<file path="src/rtl/ltpi_dch_pkg.sv">
// Shared encodings, FSM state type and request payload layout for the LTPI
// data-channel request scheduler.
package ltpi_dch_pkg;

   localparam logic [3:0] CMD_RD      = 4'h0;
   localparam logic [3:0] CMD_WR      = 4'h1;

   localparam logic [3:0] STS_OK      = 4'h0;
   localparam logic [3:0] STS_TIMEOUT = 4'hF;

   typedef enum logic [1:0] {
      ST_IDLE = 2'd0,
      ST_SEND = 2'd1,
      ST_WAIT = 2'd2
   } state_e;

   typedef struct packed {
      logic [3:0]  cmd;
      logic [31:0] addr;
      logic [31:0] wdata;
      logic [3:0]  be;
   } dch_req_t;

endpackage

</file>
<file path="src/rtl/ltpi_rr_arbiter.sv">
// Combinational round-robin pick: first set bit of req at or above ptr,
// wrapping, returned both one-hot and as an index.
module ltpi_rr_arbiter #(
   parameter int  N  = 4,
   localparam int IW = $clog2(N)
) (
   input  logic [N-1:0]  req,
   input  logic [IW-1:0] ptr,
   output logic [N-1:0]  grant,
   output logic [IW-1:0] idx,
   output logic          any
);

   always_comb begin
      grant = '0;
      idx   = '0;
      any   = 1'b0;
      for (int i = 0; i < N; i++) begin
         if (!any && req[(int'(ptr) + i) % N]) begin
            any                         = 1'b1;
            grant[(int'(ptr) + i) % N]  = 1'b1;
            idx                         = IW'((int'(ptr) + i) % N);
         end
      end
   end

endmodule

</file>
<file path="src/rtl/ltpi_dch_req_scheduler.sv">
// Shares the single LTPI data channel among NUM_REQ requesters: round-robin
// grant, tagged issue to the framer, then response routing or timeout.
module ltpi_dch_req_scheduler
   import ltpi_dch_pkg::*;
#(
   parameter int NUM_REQ     = 4,
   parameter int TIMEOUT_CYC = 1024
) (
   input  logic                 clk,
   input  logic                 reset_n,
   input  logic [NUM_REQ-1:0]   req_valid,
   output logic [NUM_REQ-1:0]   req_ready,
   input  logic [NUM_REQ*4-1:0] req_cmd,
   input  logic [NUM_REQ*32-1:0] req_addr,
   input  logic [NUM_REQ*32-1:0] req_wdata,
   input  logic [NUM_REQ*4-1:0] req_be,
   output logic                 dch_req_valid,
   input  logic                 dch_req_ready,
   output logic [3:0]           dch_req_cmd,
   output logic [31:0]          dch_req_addr,
   output logic [31:0]          dch_req_wdata,
   output logic [3:0]           dch_req_be,
   output logic [7:0]           dch_req_tag,
   input  logic                 dch_resp_valid,
   input  logic [7:0]           dch_resp_tag,
   input  logic [31:0]          dch_resp_rdata,
   input  logic [3:0]           dch_resp_status,
   output logic [NUM_REQ-1:0]   rsp_valid,
   output logic [31:0]          rsp_rdata,
   output logic [3:0]           rsp_status,
   output logic [15:0]          stale_cnt,
   output logic                 busy
);

   localparam int IW = $clog2(NUM_REQ);
   localparam int TW = $clog2(TIMEOUT_CYC);
   localparam logic [TW-1:0] TMO_LAST = TW'(TIMEOUT_CYC - 1);

   state_e               state_q, state_d;
   logic [IW-1:0]        rr_ptr_q, rr_ptr_d;
   logic [IW-1:0]        owner_q, owner_d;
   dch_req_t             pay_q, pay_d;
   logic [7:0]           cur_tag_q, cur_tag_d;
   logic [7:0]           nxt_tag_q, nxt_tag_d;
   logic [TW-1:0]        tmo_q, tmo_d;
   logic [NUM_REQ-1:0]   rsp_valid_q, rsp_valid_d;
   logic [31:0]          rsp_rdata_q, rsp_rdata_d;
   logic [3:0]           rsp_status_q, rsp_status_d;
   logic [15:0]          stale_q, stale_d;

   logic [NUM_REQ-1:0]   grant;
   logic [IW-1:0]        gidx;
   logic                 gany;
   logic                 resp_match;
   dch_req_t             req_pay;

   ltpi_rr_arbiter #(.N(NUM_REQ)) u_arb (
      .req   (req_valid),
      .ptr   (rr_ptr_q),
      .grant (grant),
      .idx   (gidx),
      .any   (gany)
   );

   // Ready must read low while reset is held, even though IDLE is the reset state.
   assign req_ready     = (reset_n && state_q == ST_IDLE) ? grant : '0;
   assign busy          = (state_q != ST_IDLE);
   assign dch_req_valid = (state_q == ST_SEND);
   assign dch_req_cmd   = pay_q.cmd;
   assign dch_req_addr  = pay_q.addr;
   assign dch_req_wdata = pay_q.wdata;
   assign dch_req_be    = pay_q.be;
   assign dch_req_tag   = cur_tag_q;
   assign rsp_valid     = rsp_valid_q;
   assign rsp_rdata     = rsp_rdata_q;
   assign rsp_status    = rsp_status_q;
   assign stale_cnt     = stale_q;

   always_comb begin
      req_pay.cmd   = req_cmd[int'(gidx)*4 +: 4];
      req_pay.addr  = req_addr[int'(gidx)*32 +: 32];
      req_pay.wdata = req_wdata[int'(gidx)*32 +: 32];
      req_pay.be    = req_be[int'(gidx)*4 +: 4];
   end

   always_comb begin
      state_d      = state_q;
      rr_ptr_d     = rr_ptr_q;
      owner_d      = owner_q;
      pay_d        = pay_q;
      cur_tag_d    = cur_tag_q;
      nxt_tag_d    = nxt_tag_q;
      tmo_d        = tmo_q;
      rsp_valid_d  = '0;
      rsp_rdata_d  = rsp_rdata_q;
      rsp_status_d = rsp_status_q;
      stale_d      = stale_q;

      // Only a WAIT-state response carrying the outstanding tag is accepted.
      resp_match = dch_resp_valid && (state_q == ST_WAIT) && (dch_resp_tag == cur_tag_q);
      if (dch_resp_valid && !resp_match && stale_q != 16'hFFFF) begin
         stale_d = stale_q + 16'd1;
      end

      case (state_q)
         ST_IDLE: begin
            if (gany) begin
               pay_d     = req_pay;
               owner_d   = gidx;
               cur_tag_d = nxt_tag_q;
               rr_ptr_d  = (gidx == IW'(NUM_REQ - 1)) ? '0 : gidx + 1'b1;
               state_d   = ST_SEND;
            end
         end
         ST_SEND: begin
            if (dch_req_ready) begin
               nxt_tag_d = nxt_tag_q + 8'd1;
               tmo_d     = '0;
               state_d   = ST_WAIT;
            end
         end
         ST_WAIT: begin
            tmo_d = tmo_q + 1'b1;
            if (resp_match) begin
               rsp_valid_d[owner_q] = 1'b1;
               rsp_rdata_d          = dch_resp_rdata;
               rsp_status_d         = dch_resp_status;
               state_d              = ST_IDLE;
            end else if (tmo_q == TMO_LAST) begin
               rsp_valid_d[owner_q] = 1'b1;
               rsp_rdata_d          = '0;
               rsp_status_d         = STS_TIMEOUT;
               state_d              = ST_IDLE;
            end
         end
         default: state_d = ST_IDLE;
      endcase
   end

   always_ff @(posedge clk or negedge reset_n) begin
      if (!reset_n) begin
         state_q      <= ST_IDLE;
         rr_ptr_q     <= '0;
         owner_q      <= '0;
         pay_q        <= '{cmd: CMD_RD, addr: '0, wdata: '0, be: '0};
         cur_tag_q    <= '0;
         nxt_tag_q    <= '0;
         tmo_q        <= '0;
         rsp_valid_q  <= '0;
         rsp_rdata_q  <= '0;
         rsp_status_q <= STS_OK;
         stale_q      <= '0;
      end else begin
         state_q      <= state_d;
         rr_ptr_q     <= rr_ptr_d;
         owner_q      <= owner_d;
         pay_q        <= pay_d;
         cur_tag_q    <= cur_tag_d;
         nxt_tag_q    <= nxt_tag_d;
         tmo_q        <= tmo_d;
         rsp_valid_q  <= rsp_valid_d;
         rsp_rdata_q  <= rsp_rdata_d;
         rsp_status_q <= rsp_status_d;
         stale_q      <= stale_d;
      end
   end

endmodule

</file>
<file path="config.mk">
export PLATFORM = sky130hd
export DESIGN_NAME = ltpi_dch_req_scheduler
export DESIGN_NICKNAME = d
export VERILOG_FILES = /design/src/rtl/ltpi_dch_pkg.sv /design/src/rtl/ltpi_rr_arbiter.sv /design/src/rtl/ltpi_dch_req_scheduler.sv
export SDC_FILE = /design/constraint.sdc
export NUM_CORES = 1
export LEC_CHECK = 0
export ABC_AREA = 1
export BUFFER_PORTS_ARGS = -buffer_cell sky130_fd_sc_hd__buf_2
export CORE_AREA = 2 2 188 190
export DETAILED_ROUTE_END_ITERATION = 7
export DIE_AREA = 0 0 190 192
export GPL_TIMING_DRIVEN = 0
export PLACE_DENSITY_LB_ADDON = 0.2
export RECOVER_POWER = 100
export SLEW_MARGIN = 20
export SYNTH_ARGS = -nofsm -noshare
export SYNTH_HDL_FRONTEND = slang
export SYNTH_HIERARCHICAL = 1
export SYNTH_SLANG_ARGS = --single-unit
</file>
<file path="constraint.sdc">
create_clock -name clk -period 3 [get_ports clk]
set_input_delay 0.15 -clock clk [delete_from_list [all_inputs] [get_ports clk]]
set_output_delay 0.15 -clock clk [all_outputs]
set_load 0.05 [all_outputs]
</file>
==> impl_metrics.xml, run 1 <==
<?xml version="1.0" encoding="UTF-8"?>
<metrics>
  <group name="logic_synthesis">
    <metric name="cell_area_synth" unit="um2">9210</metric>
    <metric name="ys.flop_type" unit="">sky130_fd_sc_hd__dfrtp_1</metric>
    <metric name="post-synth-top-area-fraction" unit="">0.435</metric>
    <metric name="seq_area_frac_synth" unit="">0.435</metric>
    <metric name="synthCells" unit="">1298</metric>
    <metric name="synth.area.mux_share" unit="">0.00109</metric>
    <metric name="postSynthNetCount" unit="">1647</metric>
    <metric name="synth_enable_flop_cells" unit="">0</metric>
    <metric name="synth_top_family_by_area" unit="">simple AND/OR/NAND/NOR gates</metric>
    <metric name="share_of_the_synthesized_area_in_compound_gates_ao_oa_aoi_oai" unit="">0.151</metric>
    <metric name="synthTopCellsByCount" unit="">sky130_fd_sc_hd__nand2_1 (326), sky130_fd_sc_hd__nor2_1 (282), sky130_fd_sc_hd__dfrtp_1 (160), sky130_fd_sc_hd__o21ai_0 (148), sky130_fd_sc_hd__inv_1 (62)</metric>
    <metric name="async_reset_ff_frac" unit="">1.00</metric>
    <metric name="yosys.area_share.adder" unit="">0.0122</metric>
    <metric name="synthDistinctLibCells" unit="">32</metric>
    <metric name="synth-warning-count" unit="">6</metric>
    <metric name="ys_ff_latch" unit="">160</metric>
    <metric name="yosys.area_share.simple" unit="">0.314</metric>
    <metric name="synthesis.area_per_instance" unit="um2">7.10</metric>
    <metric name="synth.area.top_cells" unit="">sky130_fd_sc_hd__dfrtp_1 (43%), sky130_fd_sc_hd__nand2_1 (13%), sky130_fd_sc_hd__nor2_1 (11%), sky130_fd_sc_hd__o21ai_0 (8.0%), sky130_fd_sc_hd__nand3_1 (2.7%)</metric>
    <metric name="synthMostInstantiatedCell" unit="">sky130_fd_sc_hd__nand2_1</metric>
    <metric name="post_synth_xor_area_fraction" unit="">0.0200</metric>
    <metric name="cell_accounting_for_the_most_synthesized_area" unit="">sky130_fd_sc_hd__dfrtp_1</metric>
  </group>
  <group name="worst_setup_path">
    <metric name="timing.critical_path.max_delay_family" unit="">buffers and inverters</metric>
    <metric name="critical_path_cell_sequence" unit="">inv_2 &gt; ha_4 &gt; inv_1 &gt; nand2_1 &gt; nand2_2 &gt; nor2_4 &gt; buf_6 &gt; nand4_1 &gt; nand3_2 &gt; buf_6 &gt; buf_4 &gt; clkbuf_4 &gt; nor2_1 &gt; o22ai_1 &gt; nand2_1 &gt; nand2_1</metric>
    <metric name="critical_path_arrival" unit="ns">3.14</metric>
    <metric name="worst_path_max_delay_cell" unit="">sky130_fd_sc_hd__dfrtp_2</metric>
    <metric name="worst_setup_path_end_kind" unit="">flop</metric>
    <metric name="cp.required" unit="ns">3.35</metric>
    <metric name="nature_of_the_critical_path_startpoint" unit="">flop</metric>
    <metric name="critical-path-max-stage-delay" unit="ns">0.46</metric>
    <metric name="critPathBufInv" unit="">6</metric>
    <metric name="critPathKind" unit="">reg2reg</metric>
    <metric name="worst-path-max-fanout" unit="">10</metric>
    <metric name="timing.critical_path.mode_cell" unit="">sky130_fd_sc_hd__nand2_1</metric>
  </group>
  <group name="sta">
    <metric name="fmaxAchievable" unit="MHz">359</metric>
    <metric name="minimum_clock_period" unit="ns">2.78</metric>
    <metric name="final-setup-viol-count" unit="">0</metric>
    <metric name="max_slew_headroom" unit="">0.142</metric>
    <metric name="final.hold.worst_slack" unit="ns">0.0281</metric>
    <metric name="layout_worst_path_cycle_share" unit="">0.928</metric>
    <metric name="setup-tns-final" unit="ns">0</metric>
    <metric name="clock-skew-final" unit="ns">0.0153</metric>
    <metric name="rsz_0062_raised_after_global_routing" unit="">false</metric>
    <metric name="hold_violations" unit="">0</metric>
    <metric name="report.final.slew_viol_count" unit="">0</metric>
    <metric name="max_slew.worst_pin.slew" unit="ns">1.29</metric>
  </group>
  <group name="clock_tree">
    <metric name="clock_tree.root_cell" unit="">sky130_fd_sc_hd__clkbuf_16</metric>
    <metric name="insertion_delay" unit="ns">0.43</metric>
    <metric name="clock_sinks" unit="">160</metric>
    <metric name="cts_buffer_count" unit="">17</metric>
    <metric name="tritoncts" unit="">yes</metric>
    <metric name="clk_pin_slew_worst_paths" unit="ns">0.07</metric>
    <metric name="htree_levels" unit="">4</metric>
    <metric name="cts_max_path_buffers" unit="">2</metric>
  </group>
  <group name="placed_design">
    <metric name="place.detailed.hpwl" unit="mm">33.3</metric>
    <metric name="place.gp.congestion" unit="">0.975</metric>
    <metric name="port_buffers" unit="">481</metric>
    <metric name="place_inst" unit="">2235</metric>
  </group>
  <group name="power">
    <metric name="pd_cells" unit="nW/um2">1430</metric>
    <metric name="peakVddDrop" unit="mV">0.578</metric>
    <metric name="power.total" unit="mW">18.7</metric>
    <metric name="static-leakage-power" unit="nW">6.63</metric>
  </group>
  <group name="layout">
    <metric name="number_of_nets_in_the_finished_design" unit="">2187</metric>
    <metric name="area_growth_syn_to_layout" unit="%">42.2</metric>
    <metric name="postLayoutCoreUtil" unit="">0.382</metric>
    <metric name="post_route_cells_drive_above_1_share" unit="">0.249</metric>
    <metric name="layoutNonFillerInstCount" unit="">2313</metric>
  </group>
  <group name="min_path">
    <metric name="hp-class" unit="">in2reg</metric>
  </group>
  <group name="global_route">
    <metric name="grt_antenna_before_repair" unit="">9</metric>
    <metric name="largest_net_degree_at_the_start_of_global_routing" unit="">91</metric>
    <metric name="grt_first_pass_wirelength" unit="mm">62.8</metric>
    <metric name="number_of_global_route_vias_before_repair" unit="">10841</metric>
    <metric name="global_route.usage.total" unit="">0.225</metric>
    <metric name="overflow" unit="">0</metric>
  </group>
  <group name="drt">
    <metric name="final_antenna_net_count" unit="">0</metric>
    <metric name="number_of_violations_reported_at_the_end_of_detailed_routing_iteration_0" unit="">608</metric>
    <metric name="drt_first_pass_iters" unit="">5</metric>
    <metric name="vias_per_cell" unit="">4.72</metric>
    <metric name="vias" unit="">10915</metric>
    <metric name="wire_per_inst" unit="um">18.1</metric>
    <metric name="remaining_drc_errors" unit="">0</metric>
    <metric name="routed_wirelength" unit="mm">41.9</metric>
  </group>
  <group name="job">
    <metric name="maxCapViolations" unit="">0</metric>
  </group>
  <group name="floorplanning">
    <metric name="site_row_count" unit="">68</metric>
    <metric name="initial_core_util" unit="">0.269</metric>
    <metric name="pin_count" unit="">482</metric>
    <metric name="die_w" unit="um">190</metric>
    <metric name="core-area" unit="um2">34300</metric>
    <metric name="design.die.area" unit="um2">36500</metric>
    <metric name="die_h" unit="um">192</metric>
  </group>
  <group name="run_status">
    <metric name="status" unit="">finished, final reports clean</metric>
  </group>
</metrics>
-- cell usage in the layout, fill, tap and decap left out, types with 7 or more instances in the layout --
cell type / count
sky130_fd_sc_hd__a21oi_1: 13
sky130_fd_sc_hd__a31oi_1: 35
sky130_fd_sc_hd__buf_2: 359
sky130_fd_sc_hd__buf_4: 7
sky130_fd_sc_hd__clkbuf_1: 162
sky130_fd_sc_hd__clkbuf_16: 17
sky130_fd_sc_hd__clkbuf_2: 15
sky130_fd_sc_hd__clkbuf_4: 11
sky130_fd_sc_hd__dfrtp_1: 158
sky130_fd_sc_hd__diode_2: 7
sky130_fd_sc_hd__dlygate4sd3_1: 38
sky130_fd_sc_hd__ha_1: 8
sky130_fd_sc_hd__inv_1: 63
sky130_fd_sc_hd__nand2_1: 328
sky130_fd_sc_hd__nand2_2: 8
sky130_fd_sc_hd__nand3_1: 49
sky130_fd_sc_hd__nand4_1: 15
sky130_fd_sc_hd__nor2_1: 284
sky130_fd_sc_hd__o21ai_0: 150
sky130_fd_sc_hd__o21ai_1: 12
sky130_fd_sc_hd__o22ai_1: 37
sky130_fd_sc_hd__xnor2_1: 7
sky130_fd_sc_hd__xor2_1: 14
-- report_power, final --
group / switching [mW] / internal (mW)
combinational: 9.47 / 3.57
sequential: 0.523 / 2.92
clock: 1.01 / 1.26
total: 11.0 / 7.74
-- layout make-up --
cell class | count | area (um2)
Clock inverter | 15 | 174
Fill cell | 3796 | 21200
Sequential cell | 160 | 4010
Timing Repair Buffer | 521 | 2640
Inverter | 70 | 265
Antenna cell | 7 | 17.5
Multi-Input combinational cell | 993 | 4590
Tap cell | 455 | 569
Buffer | 75 | 404
Clock buffer | 17 | 425
-- timing repair --
action / 4_1_cts / 5_1_grt
gates resized for setup: 48 / 19
setup endpoints to repair: 78 / 75
hold buffers: 38 / 0
buffers inserted: 0 / 1
hold endpoints to repair: 107 / 0
pin swaps: 0 / 0
-- logic make-up after synthesis --
family | Yosys count
buffers and inverters | 145
and+or+nand+nor | 706
AOI/OAI and AO/OA | 256
DFF | 160
muxes | 1
xor gates and xnor gates | 21
adders and majority gates | 9
-- worst reg2reg max path, delay by kind of cell, from the launching register on --
family / cells / cell delay, ns
buf+inv: 6 / 0.99
flops: 1 / 0.46
fa+ha+maj: 1 / 0.30
simple gates: 8 / 0.74
compound gates: 1 / 0.22
-- state kept, by name, indices dropped and copies added (netlist names) --
register and count:
dch_req_addr 32, dch_req_wdata 32, rsp_rdata 32, stale_cnt 16, tmo_q 10, dch_req_tag 8
nxt_tag_q 8, dch_req_be 4, dch_req_cmd 4, rsp_status 4, rsp_valid 4, owner_q 2
rr_ptr_q 2, state_q 2
-- metrics by stage --
step                setup WS, ns  cell area (um2)
floorplan                  0.453             9210
global placement           -1.18            12200
detailed placement        -0.653            12200
CTS                       0.0174            13300
global route             0.00926            13100
finish                     0.216            13100
-- layer usage --
| metal | up-vias | GRT usage | share of wire |
|---|---|---|---|
| li1 | 5307 | - | - |
| met1 | 5165 | 0.285 | 0.42 |
| met2 | 383 | 0.389 | 0.50 |
| met3 | 58 | 0.0391 | 0.058 |
| met4 | 2 | 0.0725 | 0.025 |
| met5 | - | 0 | 0.00017 |
-- path summary, 6_finish.rpt --
| check | startpoint | to | slack, ns | cells past startpoint |
|---|---|---|---|---|
| max in group asynchronous | reset_n | dch_req_addr[21] | 0.98 | 3 |
| worst min register to register | nxt_tag_q[6] | nxt_tag_q[6] | 0.47 | 1 |
| worst max-delay path | rr_ptr_q[1] | dch_req_wdata[9] | 0.22 | 16 |
| worst max register to register | rr_ptr_q[1] | dch_req_wdata[9] | 0.22 | 16 |
| worst min-delay path | req_wdata[38] | dch_req_wdata[6] | 0.03 | 3 |
| min in group asynchronous | reset_n | rsp_valid[0] | 0.26 | 2 |
Power figures use the tool's default switching activity.
==> run 2: changes to the inputs <==
--- a/config.mk
+++ b/config.mk
@@ -5,11 +5,13 @@
 export SDC_FILE = /design/constraint.sdc
 export NUM_CORES = 1
 export LEC_CHECK = 0
-export ABC_AREA = 1
+export ABC_AREA = 0
 export BUFFER_PORTS_ARGS = -buffer_cell sky130_fd_sc_hd__buf_2
-export CORE_AREA = 2 2 188 190
+export CORE_AREA = 2 2 189 191
+export CTS_CLUSTER_SIZE = 16
 export DETAILED_ROUTE_END_ITERATION = 7
-export DIE_AREA = 0 0 190 192
+export DIE_AREA = 0 0 191 193
+export GPL_ROUTABILITY_DRIVEN = 0
 export GPL_TIMING_DRIVEN = 0
 export PLACE_DENSITY_LB_ADDON = 0.2
 export RECOVER_POWER = 100
==> run 2 against run 1 <==
Effect of this change: flip-flop and latch count stayed put; via count fell by 24%; core utilization decreased by 1.3 points; final cell count is 22% lower; largest power group unchanged.
==> impl_metrics.xml, run 2 <==
<?xml version="1.0" encoding="UTF-8"?>
<metrics>
  <group name="logic_synthesis">
    <metric name="synth.area.top_cells" unit="">sky130_fd_sc_hd__dfrtp_1 (47%), sky130_fd_sc_hd__mux4_2 (20%), sky130_fd_sc_hd__nand2_1 (12%), sky130_fd_sc_hd__a22o_1 (3.1%), sky130_fd_sc_hd__xnor2_1 (1.7%)</metric>
    <metric name="cell_area_synth" unit="um2">8530</metric>
    <metric name="seq_area_frac_synth" unit="">0.469</metric>
    <metric name="post-synth-top-area-fraction" unit="">0.469</metric>
    <metric name="ys.flop_type" unit="">sky130_fd_sc_hd__dfrtp_1</metric>
    <metric name="async_reset_ff_frac" unit="">1.00</metric>
    <metric name="synthDistinctLibCells" unit="">51</metric>
    <metric name="cell_accounting_for_the_most_synthesized_area" unit="">sky130_fd_sc_hd__dfrtp_1</metric>
    <metric name="synthCells" unit="">760</metric>
    <metric name="synth_enable_flop_cells" unit="">0</metric>
    <metric name="synthTopCellsByCount" unit="">sky130_fd_sc_hd__nand2_1 (272), sky130_fd_sc_hd__dfrtp_1 (160), sky130_fd_sc_hd__mux4_2 (74), sky130_fd_sc_hd__a22o_1 (30), sky130_fd_sc_hd__clkbuf_1 (29)</metric>
    <metric name="synthesis.area_per_instance" unit="um2">11.2</metric>
    <metric name="postSynthNetCount" unit="">1109</metric>
    <metric name="synth-warning-count" unit="">6</metric>
    <metric name="ys_ff_latch" unit="">160</metric>
    <metric name="synthMostInstantiatedCell" unit="">sky130_fd_sc_hd__nand2_1</metric>
  </group>
  <group name="worst_setup_path">
    <metric name="cp.required" unit="ns">3.32</metric>
    <metric name="critPathKind" unit="">reg2reg</metric>
    <metric name="worstRegToRegCells" unit="">14</metric>
    <metric name="nature_of_the_critical_path_startpoint" unit="">flop</metric>
    <metric name="critical-path-max-stage-delay" unit="ns">0.51</metric>
    <metric name="critical_path.reg2reg.startpoint" unit="">rr_ptr_q[0]</metric>
    <metric name="worst-path-max-fanout" unit="">6</metric>
    <metric name="worst_setup_path_end_kind" unit="">flop</metric>
    <metric name="critical_path_cell_sequence" unit="">buf_8 &gt; inv_6 &gt; ha_4 &gt; mux4_2 &gt; buf_6 &gt; and2b_2 &gt; o21ai_4 &gt; o31ai_4 &gt; buf_8 &gt; buf_8 &gt; buf_12 &gt; mux4_2 &gt; nand2_2 &gt; nand2_1</metric>
    <metric name="reg2reg_slack" unit="ns">0.04</metric>
    <metric name="critical_path_arrival" unit="ns">3.27</metric>
    <metric name="regToRegEndpoint" unit="">dch_req_wdata[20]</metric>
    <metric name="timing.critical_path.mode_cell" unit="">sky130_fd_sc_hd__buf_8</metric>
    <metric name="worst_path_max_delay_cell" unit="">sky130_fd_sc_hd__mux4_2</metric>
  </group>
  <group name="layout">
    <metric name="area_growth_syn_to_layout" unit="%">51.3</metric>
    <metric name="final-seq-area" unit="um2">4010</metric>
    <metric name="n_antenna_cell" unit="">0</metric>
    <metric name="final_common_cell" unit="">sky130_fd_sc_hd__buf_2</metric>
    <metric name="nFillCells" unit="">3630</metric>
    <metric name="most-common-layout-cells" unit="">sky130_fd_sc_hd__buf_2 (343), sky130_fd_sc_hd__nand2_1 (265), sky130_fd_sc_hd__dfrtp_1 (158)</metric>
    <metric name="number_of_nets_in_the_finished_design" unit="">1670</metric>
    <metric name="multi_input_comb_area" unit="um2">4350</metric>
    <metric name="postLayoutCoreUtil" unit="">0.369</metric>
    <metric name="post_route_cells_drive_above_1_share" unit="">0.403</metric>
  </group>
  <group name="sta">
    <metric name="minimum_clock_period" unit="ns">2.96</metric>
    <metric name="max_slew_headroom" unit="">0.245</metric>
    <metric name="final.hold.worst_slack" unit="ns">0.128</metric>
    <metric name="final-setup-viol-count" unit="">0</metric>
    <metric name="fmaxAchievable" unit="MHz">338</metric>
    <metric name="report.final.slew_viol_count" unit="">0</metric>
    <metric name="rsz_0062_raised_after_global_routing" unit="">true</metric>
    <metric name="layout_worst_path_cycle_share" unit="">0.985</metric>
    <metric name="max_slew.worst_pin.slew" unit="ns">1.13</metric>
    <metric name="clock-skew-final" unit="ns">0.00904</metric>
    <metric name="hold_violations" unit="">0</metric>
    <metric name="layout_setup_ws" unit="ns">0.0441</metric>
  </group>
  <group name="drt">
    <metric name="vias" unit="">8248</metric>
    <metric name="remaining_drc_errors" unit="">0</metric>
    <metric name="wire_per_inst" unit="um">18.7</metric>
    <metric name="drt_first_pass_iters" unit="">5</metric>
    <metric name="vias_per_cell" unit="">4.59</metric>
    <metric name="final_antenna_net_count" unit="">0</metric>
    <metric name="number_of_violations_reported_at_the_end_of_detailed_routing_iteration_0" unit="">334</metric>
    <metric name="routed_wirelength" unit="mm">33.6</metric>
  </group>
  <group name="power">
    <metric name="power_report.internal_total" unit="mW">8.48</metric>
    <metric name="p_sw_frac" unit="">0.477</metric>
    <metric name="p_switching" unit="mW">7.73</metric>
    <metric name="peakVddDrop" unit="mV">0.611</metric>
    <metric name="static-leakage-power" unit="nW">6.26</metric>
    <metric name="pd_cells" unit="nW/um2">1260</metric>
    <metric name="register_share_of_total_power" unit="">0.206</metric>
    <metric name="power.combinational.fraction" unit="">0.642</metric>
    <metric name="clkPwrFrac" unit="">0.151</metric>
  </group>
  <group name="placed_design">
    <metric name="port_buffers" unit="">481</metric>
    <metric name="place.detailed.hpwl" unit="mm">25.5</metric>
    <metric name="detailedPlace.worstSlack" unit="ns">-1.61</metric>
  </group>
  <group name="floorplanning">
    <metric name="design.die.area" unit="um2">36900</metric>
    <metric name="die_h" unit="um">193</metric>
    <metric name="initial_core_util" unit="">0.244</metric>
    <metric name="site_row_count" unit="">69</metric>
    <metric name="core-area" unit="um2">35000</metric>
    <metric name="die_w" unit="um">191</metric>
    <metric name="pin_count" unit="">482</metric>
  </group>
  <group name="global_route">
    <metric name="global_route.usage.total" unit="">0.175</metric>
    <metric name="grtUsageMet2" unit="">0.307</metric>
    <metric name="grt_first_pass_wirelength" unit="mm">48.2</metric>
    <metric name="grt.met3_usage" unit="">0.0458</metric>
    <metric name="grt_antenna_before_repair" unit="">2</metric>
    <metric name="number_of_global_route_vias_before_repair" unit="">8334</metric>
    <metric name="global_routing_usage_on_met1" unit="">0.212</metric>
    <metric name="largest_net_degree_at_the_start_of_global_routing" unit="">86</metric>
    <metric name="overflow" unit="">0</metric>
    <metric name="grt_most_used_layer" unit="">met2</metric>
  </group>
  <group name="clock_tree">
    <metric name="tritoncts" unit="">yes</metric>
    <metric name="clk_pin_slew_worst_paths" unit="ns">0.07</metric>
    <metric name="htree_levels" unit="">4</metric>
    <metric name="cts_max_path_buffers" unit="">2</metric>
    <metric name="insertion_delay" unit="ns">0.42</metric>
    <metric name="cts_buffer_count" unit="">17</metric>
    <metric name="clock_tree.root_cell" unit="">sky130_fd_sc_hd__clkbuf_16</metric>
    <metric name="clock_sinks" unit="">160</metric>
  </group>
  <group name="min_path">
    <metric name="hold_end" unit="">dch_req_cmd[3]</metric>
    <metric name="hold_start" unit="">req_cmd[11]</metric>
    <metric name="hp-class" unit="">in2reg</metric>
    <metric name="hold_depth" unit="">4</metric>
  </group>
  <group name="run_status">
    <metric name="status" unit="">finished, final reports clean</metric>
  </group>
  <group name="job">
    <metric name="maxCapViolations" unit="">0</metric>
  </group>
</metrics>
==> run 2: changes by cell type after synthesis, sizes merged, moves of 12 or more <==
cell	previous run	this run
nor2	288	14
o21ai	162	16
mux4	0	76
nand2	340	272
inv	69	7
nand3	53	11
o22ai	38	0
a31oi	35	1
a22o	0	32
buf	33	17
clkbuf	42	29
a21oi	13	1
==> run 2: cells by family (layout without fill, tap and decap cells) <==
logic type | count (synthesis) | in the layout | synth area share
AND/OR/NAND/NOR | 351 | 351 | 0.179
multiplexers | 81 | 81 | 0.208
flip-flops | 160 | 160 | 0.469
adder cells (fa/ha/maj) | 9 | 9 | 0.0132
XOR/XNOR | 30 | 30 | 0.0308
AO/OA/AOI/OAI | 76 | 76 | 0.0707
buffers and inverters | 53 | 627 | 0.0292
==> run 2: worst max-delay path, delay by kind of cell (launching register included) <==
kind	cells	cell delay (ns)
AOI/OAI and AO/OA	2	0.17
adders and majority gates	1	0.27
buffers and inverters	6	0.80
DFF	1	0.39
muxes	2	0.80
and+or+nand+nor	3	0.41
==> run 2: cell type report <==
type,count,area share
Clock inverter,14,0.0167
Timing Repair Buffer,542,0.223
Inverter,7,0.00242
Clock buffer,18,0.0340
Multi-Input combinational cell,547,0.337
Tap cell,461,0.0447
Buffer,46,0.0324
Sequential cell,160,0.310
==> run 2: repair_timing <==
action                                 CTS  global route
setup endpoints to repair               88            85
hold buffers                            38             0
buffers inserted                        17             2
endpoints found under the hold margin  117             0
resized for setup                       52            48
pin swaps                                3             5
cloned                                   1             2
==> run 2: how the worst max path moves through the flow <==
stage | depth (start not counted) | slack, ns | start | end
detailed placement | 12 | -1.61 | rr_ptr_q[0] | dch_req_addr[30]
floorplan | 12 | -0.09 | rr_ptr_q[0] | dch_req_addr[0]
global route | 14 | -0.05 | rr_ptr_q[0] | dch_req_addr[14]
finish | 14 | 0.04 | rr_ptr_q[0] | dch_req_wdata[20]
global placement | 11 | -1.54 | rr_ptr_q[1] | dch_req_addr[30]
CTS | 14 | -0.06 | rr_ptr_q[0] | dch_req_addr[15]
==> run 2: metal layers <==
layer | up-vias | share of wire
li1 | 3856 | -
met1 | 4046 | 0.41
met2 | 319 | 0.52
met3 | 25 | 0.066
met4 | 2 | 0.013
met5 | - | 0.00039
==> run 2: per-stage QoR <==
step / power (mW) / setup TNS, ns / instances / area [um2]
4_1_cts: 16.2 / -0.579 / 1791 / 12900
2_1_floorplan: 10.2 / -5.09 / 760 / 8560
3_5_place_dp: 12.9 / -84.52 / 1703 / 11600
5_1_grt: 17.4 / -0.779 / 1795 / 12900
3_3_place_gp: 12.9 / -239.80 / 1702 / 11500
6_report: 16.2 / 0 / 1795 / 12900
==> run 2: power groups by stage <==
stage          clock network [mW]  registers (mW)  logic (mW)
3_5_place_dp                    0            3.36        9.52
2_1_floorplan                   0            5.27        4.92
4_1_cts                      2.55            3.33        10.3
5_1_grt                      2.64            3.45        11.3
6_report                     2.45            3.34        10.4
3_3_place_gp                    0            3.36        9.50
